$ cat src/rtl/cpu_defs.sv
// Shared definitions for the pipeline hazard controller.
//   - Forward-select encodings driven onto the EX operand muxes.
//   - FSM state encoding for the data-memory freeze sequencer.
package cpu_defs;

    // EX operand source selects
    localparam logic [1:0] FWD_RF      = 2'b00;  // register file value from ID/EX
    localparam logic [1:0] FWD_EXALU   = 2'b01;  // ALU result of the EX-stage instruction
    localparam logic [1:0] FWD_MEMALU  = 2'b10;  // ALU result held in the MEM stage
    localparam logic [1:0] FWD_MEMDATA = 2'b11;  // load data returned in the MEM stage

    // Memory sequencer states
    localparam logic [0:0] RUN   = 1'b0;
    localparam logic [0:0] MWAIT = 1'b1;

endpackage

$ cat src/rtl/fwd_sel.sv
// Single-operand forward select for the EX stage.
// Ports:
//   src    in  5  ID source register being resolved
//   ern    in  5  EX destination register
//   ewreg  in  1  EX writes the register file
//   em2reg in  1  EX instruction is a load
//   mrn    in  5  MEM destination register
//   mwreg  in  1  MEM writes the register file
//   mm2reg in  1  MEM instruction is a load
//   sel    out 2  operand source select (cpu_defs FWD_* encoding)
module fwd_sel
    import cpu_defs::*;
(
    input  logic [4:0] src,
    input  logic [4:0] ern,
    input  logic       ewreg,
    input  logic       em2reg,
    input  logic [4:0] mrn,
    input  logic       mwreg,
    input  logic       mm2reg,
    output logic [1:0] sel
);

    // The EX producer is the youngest, so it wins over MEM. An EX load has no
    // data yet; that case is covered by the load-use stall instead.
    always_comb begin
        sel = FWD_RF;
        if (ewreg && !em2reg && (ern != 5'd0) && (ern == src)) begin
            sel = FWD_EXALU;
        end else if (mwreg && !mm2reg && (mrn != 5'd0) && (mrn == src)) begin
            sel = FWD_MEMALU;
        end else if (mwreg && mm2reg && (mrn != 5'd0) && (mrn == src)) begin
            sel = FWD_MEMDATA;
        end
    end

endmodule

$ cat src/rtl/pipe_hazard_ctrl.sv
// Central hazard and sequencing controller for the 5-stage pipeline.
// Freezes the whole pipe while a data-memory access is outstanding (with a
// watchdog), inserts a bubble on load-use hazards, flushes IF/ID on taken
// branches when there is no delay slot, and selects EX operand forwarding.
// Ports:
//   clk, clrn                 clock, asynchronous active-low reset
//   rs, rt, use_rs, use_rt    ID source registers and their use flags
//   br_taken                  ID branch/jump resolved taken
//   ern, ewreg, em2reg        EX destination, write enable, load flag
//   mrn, mwreg, mm2reg, mwmem MEM destination, write enable, load, store
//   dmem_rdy                  data memory completes the MEM access
//   pc_wen, ifid_wen, pipe_wen  register enables (0 = hold)
//   id_bubble, ifid_flush     ID control zeroing and IF/ID clear
//   fwda, fwdb                EX operand forward selects
//   mem_timeout               sticky watchdog-expiry flag
//   stall_cnt                 saturating count of cycles with pc_wen=0
module pipe_hazard_ctrl
    import cpu_defs::*;
#(
    parameter int MAX_WAIT   = 16,
    parameter int CNT_W      = 16,
    parameter int DELAY_SLOT = 1
) (
    input  logic             clk,
    input  logic             clrn,
    input  logic [4:0]       rs,
    input  logic [4:0]       rt,
    input  logic             use_rs,
    input  logic             use_rt,
    input  logic             br_taken,
    input  logic [4:0]       ern,
    input  logic             ewreg,
    input  logic             em2reg,
    input  logic [4:0]       mrn,
    input  logic             mwreg,
    input  logic             mm2reg,
    input  logic             mwmem,
    input  logic             dmem_rdy,
    output logic             pc_wen,
    output logic             ifid_wen,
    output logic             pipe_wen,
    output logic             id_bubble,
    output logic             ifid_flush,
    output logic [1:0]       fwda,
    output logic [1:0]       fwdb,
    output logic             mem_timeout,
    output logic [CNT_W-1:0] stall_cnt
);

    localparam int            WW        = (MAX_WAIT > 2) ? $clog2(MAX_WAIT) : 1;
    localparam logic [WW-1:0] LAST_WAIT = WW'(MAX_WAIT - 1);
    localparam logic          FLUSH_EN  = (DELAY_SLOT == 0);

    logic [0:0]    state;
    logic [0:0]    state_nxt;
    logic [WW-1:0] wait_cnt;
    logic [WW-1:0] wait_nxt;
    logic          freeze;
    logic          timeout_evt;
    logic          lstall;
    logic          mem_req;
    logic [1:0]    fwda_raw;
    logic [1:0]    fwdb_raw;

    assign mem_req = mm2reg | mwmem;

    assign lstall = ewreg & em2reg & (ern != 5'd0) &
                    ((use_rs & (ern == rs)) | (use_rt & (ern == rt)));

    // Memory sequencer. wait_cnt counts frozen cycles of the current access;
    // the cycle that finds it at MAX_WAIT-1 releases the pipe anyway so a
    // dead memory cannot hang the core. mem_req is not looked at in MWAIT
    // because the MEM stage is held and still presents the same access.
    always_comb begin
        state_nxt   = state;
        wait_nxt    = wait_cnt;
        freeze      = 1'b0;
        timeout_evt = 1'b0;
        if (state == RUN) begin
            if (mem_req && !dmem_rdy) begin
                freeze    = 1'b1;
                state_nxt = MWAIT;
                wait_nxt  = WW'(1);
            end
        end else begin
            if (dmem_rdy) begin
                state_nxt = RUN;
            end else if (wait_cnt == LAST_WAIT) begin
                state_nxt   = RUN;
                timeout_evt = 1'b1;
            end else begin
                freeze   = 1'b1;
                wait_nxt = wait_cnt + 1'b1;
            end
        end
    end

    // Enables with priority freeze > load-use > branch; all forced low in reset.
    always_comb begin
        pc_wen     = 1'b0;
        ifid_wen   = 1'b0;
        pipe_wen   = 1'b0;
        id_bubble  = 1'b0;
        ifid_flush = 1'b0;
        if (clrn && !freeze) begin
            if (lstall) begin
                pipe_wen  = 1'b1;
                id_bubble = 1'b1;
            end else begin
                pc_wen     = 1'b1;
                ifid_wen   = 1'b1;
                pipe_wen   = 1'b1;
                ifid_flush = br_taken & FLUSH_EN;
            end
        end
    end

    // State, watchdog flag and the saturating stall counter.
    always_ff @(posedge clk or negedge clrn) begin
        if (!clrn) begin
            state       <= RUN;
            wait_cnt    <= '0;
            mem_timeout <= 1'b0;
            stall_cnt   <= '0;
        end else begin
            state    <= state_nxt;
            wait_cnt <= wait_nxt;
            if (timeout_evt) begin
                mem_timeout <= 1'b1;
            end
            if ((freeze || lstall) && (stall_cnt != {CNT_W{1'b1}})) begin
                stall_cnt <= stall_cnt + 1'b1;
            end
        end
    end

    fwd_sel u_fwd_a (
        .src    (rs),
        .ern    (ern),
        .ewreg  (ewreg),
        .em2reg (em2reg),
        .mrn    (mrn),
        .mwreg  (mwreg),
        .mm2reg (mm2reg),
        .sel    (fwda_raw)
    );

    fwd_sel u_fwd_b (
        .src    (rt),
        .ern    (ern),
        .ewreg  (ewreg),
        .em2reg (em2reg),
        .mrn    (mrn),
        .mwreg  (mwreg),
        .mm2reg (mm2reg),
        .sel    (fwdb_raw)
    );

    assign fwda = clrn ? fwda_raw : FWD_RF;
    assign fwdb = clrn ? fwdb_raw : FWD_RF;

endmodule

$ cat config.mk
export PLATFORM = sky130hd
export DESIGN_NAME = pipe_hazard_ctrl
export DESIGN_NICKNAME = d
export VERILOG_FILES = /design/src/rtl/cpu_defs.sv /design/src/rtl/fwd_sel.sv /design/src/rtl/pipe_hazard_ctrl.sv
export SDC_FILE = /design/constraint.sdc
export NUM_CORES = 1
export LEC_CHECK = 0
export CORE_UTILIZATION = 39
export CTS_BUF_LIST = sky130_fd_sc_hd__clkbuf_8 sky130_fd_sc_hd__clkbuf_16
export DETAILED_ROUTE_END_ITERATION = 12
export GPL_TIMING_DRIVEN = 0
export PLACE_DENSITY_LB_ADDON = 0.05
export SLEW_MARGIN = 0
export SYNTH_ARGS = -nofsm -noshare
export SYNTH_HDL_FRONTEND = slang
export SYNTH_SLANG_ARGS = --single-unit
export TNS_END_PERCENT = 10
$ cat constraint.sdc
create_clock -name clk -period 1.7 [get_ports clk]
set_input_delay 0.17 -clock clk [delete_from_list [all_inputs] [get_ports clk]]
set_output_delay 0.17 -clock clk [all_outputs]
set_load 0.05 [all_outputs]
==> metrics <==
Initial Util=42.3%; Power Density=944 nW/µm²; Layout Skew=5.08 ps; final net count=266; post-route cell area=between 2000 and 2500 µm²; CTS Buf Count=3; routed length per instance=14.7 µm; final setup fails=11; num rows=21; GRT met3 Usage=3.80%; RSZ-0062 raised after global routing=true; met1 GRT Util=a little over a quarter; Placeable Area=roughly 3500 µm²; post-route setup TNS=-554 ps; die outline height=63.3 µm; cells after synthesis=164; Synthesized Nets=197; clock tree buffer depth=2; Core Util, Final=~68%; Tmin final=1830 ps; failing checks=negative setup slack; Slowest cell on crit path=dfrtp_1; slowest stage delay, CP=about 380 ps; Detail Route Antenna Nets=0; initial antenna violation count=0; Total Routing Usage GR=between 20% and 30%; DRT iter0 DRCs=49; worst endpoint required time=1530 ps; final setup margin=-129 ps; Total Wirelength=roughly 4100 µm; Syn Area/Cell=8.95 µm²; ranking of synthesized cells by area=dfrtp_1, xor2_1, nand3_1, nor3_1, nor2_1; Net Switching=874 µW; HPWL after DPL=2930 µm; P_leak=0.00108 µW; met2 Use GR=between 30% and 40%; crit path DAT=1660 ps; n_diodes=0; commonest non-fill, non-tap cell in the layout=xor2_1; Die W=63.3 µm; total power=roughly 2200 µW; CP top delay family=simple AND/OR/NAND/NOR gates; Slew HR=between 50% and 60%; final slew viol count=0; Internal Pwr Total=1350 µW; TritonCTS clock tree=yes; Simple-Gate Fraction of Synth Area=26.2%; EDFF count, synth=0; Placed Area=about 2100 µm²; worst setup path category=flip-flop to output port; Final Cycle Share=108%; H-tree levels=1; Max Cap Viol=0; Adder-Cell Fraction of Synth Area=1.71%; synthesized area=1470 µm²; Comb power frac=43.4%; Unique masters post-synth=34; CP Capture Type=output port; Yosys top cell by area=dfrtp_1; IO Port Bufs=54; share of the yosys chip area belonging to registers=37.5%; nature of the critical path startpoint=flip-flop; crit-path cells=ha_2 > nand4_1 > nand3_4 > nand2_4 > clkinvlp_4 > and3_4 > buf_8; grt peak-use layer=met2; average via count per standard cell=5.14; Post-synth ARST share=100%; first-pass GRT wire length=6780 µm; multiplexer share of the synthesized area=1.53%; critical path peak fanout=3; Vias=1428; gr ovfl total=0; die area=around 4000 µm²; Seq pwr share=34.7%; FILL cells=roughly 320; commonest cells after routing, fill and taps aside=xor2_1, clkdlybuf4s50_1, dlygate4sd2_1; maximum VDD drop=1.21 mV; Layout area overhead=60.3%; Yosys warnings=0; hold crit path type=input port to async pin; Sw Share=39.3%; worst path bufs/invs=2; I/O Pins=57; clk slew on worst S/H paths=80 ps; post-synth top area share=37.5%; CTS sink cnt=22; clock root cell=clkbuf_8; most common flop cell mapped by yosys=dfrtp_1; status=finished, violations left; Compound-Gate Fraction of Synth Area=9.21%; largest net degree at the start of global routing=27; # DRC=0; gpl congestion=0.839; worst slew pin tran=just under 700 ps; Synth Register Bits=22; vias in the first global route=approximately 1500; main combinational cell family by area after synthesis=simple AND/OR/NAND/NOR gates; post-synthesis xor/xnor area fraction=20.3%; Max Clock Freq=547 MHz; Hold Vio Cnt, Final=0; Pre-antenna DRT Iters=4; share of cells above drive strength 1=roughly 31%; worst skew pair latency=260 ps; hold bufs inserted after CTS=0; Clk pwr share=21.9%
-- stage by stage --
stage / std cells / hold slack (ps) / setup WS [ps]
floorplan: 164 / -126 / -159
finish: 278 / 26.5 / -129
CTS: 276 / 47.0 / -126
global route: 278 / 70.7 / -209
global placement: 264 / 460 / -1370
detailed placement: 264 / 474 / -1410
-- final cells by class --
class,count,area [µm²],share of cell area [%]
Tap cell,46,57.6,2.45
Multi-Input combinational cell,133,1010,43.0
Clock inverter,1,30.0,1.28
Buffer,3,30.0,1.28
Timing Repair Buffer,64,589,25.1
Clock buffer,3,41.3,1.76
Inverter,6,26.3,1.12
Sequential cell,22,567,24.1
-- state kept, by name, summed over array words and instances (netlist names) --
signal	flops
mem_timeout	1
stall_cnt	16
state	1
wait_cnt	4
-- worst reg2reg max path, cell delays in order (launching register included) --
cell	delay, ps
dfrtp_2	420
ha_4	170
nand2_4	70
nor3_4	180
a31oi_2	140
a31oi_4	220
buf_6	190
mux2_4	300
-- metal layers --
| metal | vias to the layer above | wire, µm |
|---|---|---|
| met1 | 675 | 1840 |
| met5 | - | 0 |
| met4 | 0 | 36 |
| li1 | 706 | - |
| met2 | 43 | 1990 |
| met3 | 4 | 211 |
-- power by group through the flow --
stage | clock [µW] | combinational (µW) | sequential [µW]
floorplan | 0 | 327 | 1030
global placement | 0 | 891 | 774
detailed placement | 0 | 913 | 783
CTS | 491 | 953 | 768
global route | 514 | 1020 | 786
finish | 487 | 963 | 770
-- cells in the mapped netlist (all sizes together) (4+ instances only) --
cell	count
nor3	17
nor2	14
nand2	13
o21ai	4
a21oi	5
xor2	28
dfrtp	22
nand3	16
xnor2	6
or3	4
and3	4
inv	6
-- timing repair --
action	4_1_cts	5_1_grt
pin swaps	13	3
resized for setup	105	10
endpoints found under the setup margin	25	26
setup buffers	8	2
-- path summary, 6_finish.rpt --
check / end / startpoint / depth (start not counted) / slack (ps)
setup reg to reg: stall_cnt[1] / stall_cnt[0] / 7 / -90
hold / removal: mem_timeout / clrn / 1 / 30
min in group clk: stall_cnt[6] / stall_cnt[6] / 1 / 490
max in group asynchronous: stall_cnt[8] / clrn / 1 / 1190
setup / recovery: id_bubble / wait_cnt[1] / 7 / -130
hold reg to reg: stall_cnt[6] / stall_cnt[6] / 1 / 490
-- kinds of logic (layout without fill, tap and decap cells) --
logic type,after synthesis,count (layout)
other,1,1
AND/OR/NAND/NOR,75,75
buffers and inverters,9,77
multiplexers,2,2
adder cells (fa/ha/maj),2,2
flip-flops,22,22
AO/OA/AOI/OAI,19,19
XOR/XNOR,34,34
No activity file was read; power rests on OpenSTA's default activity.
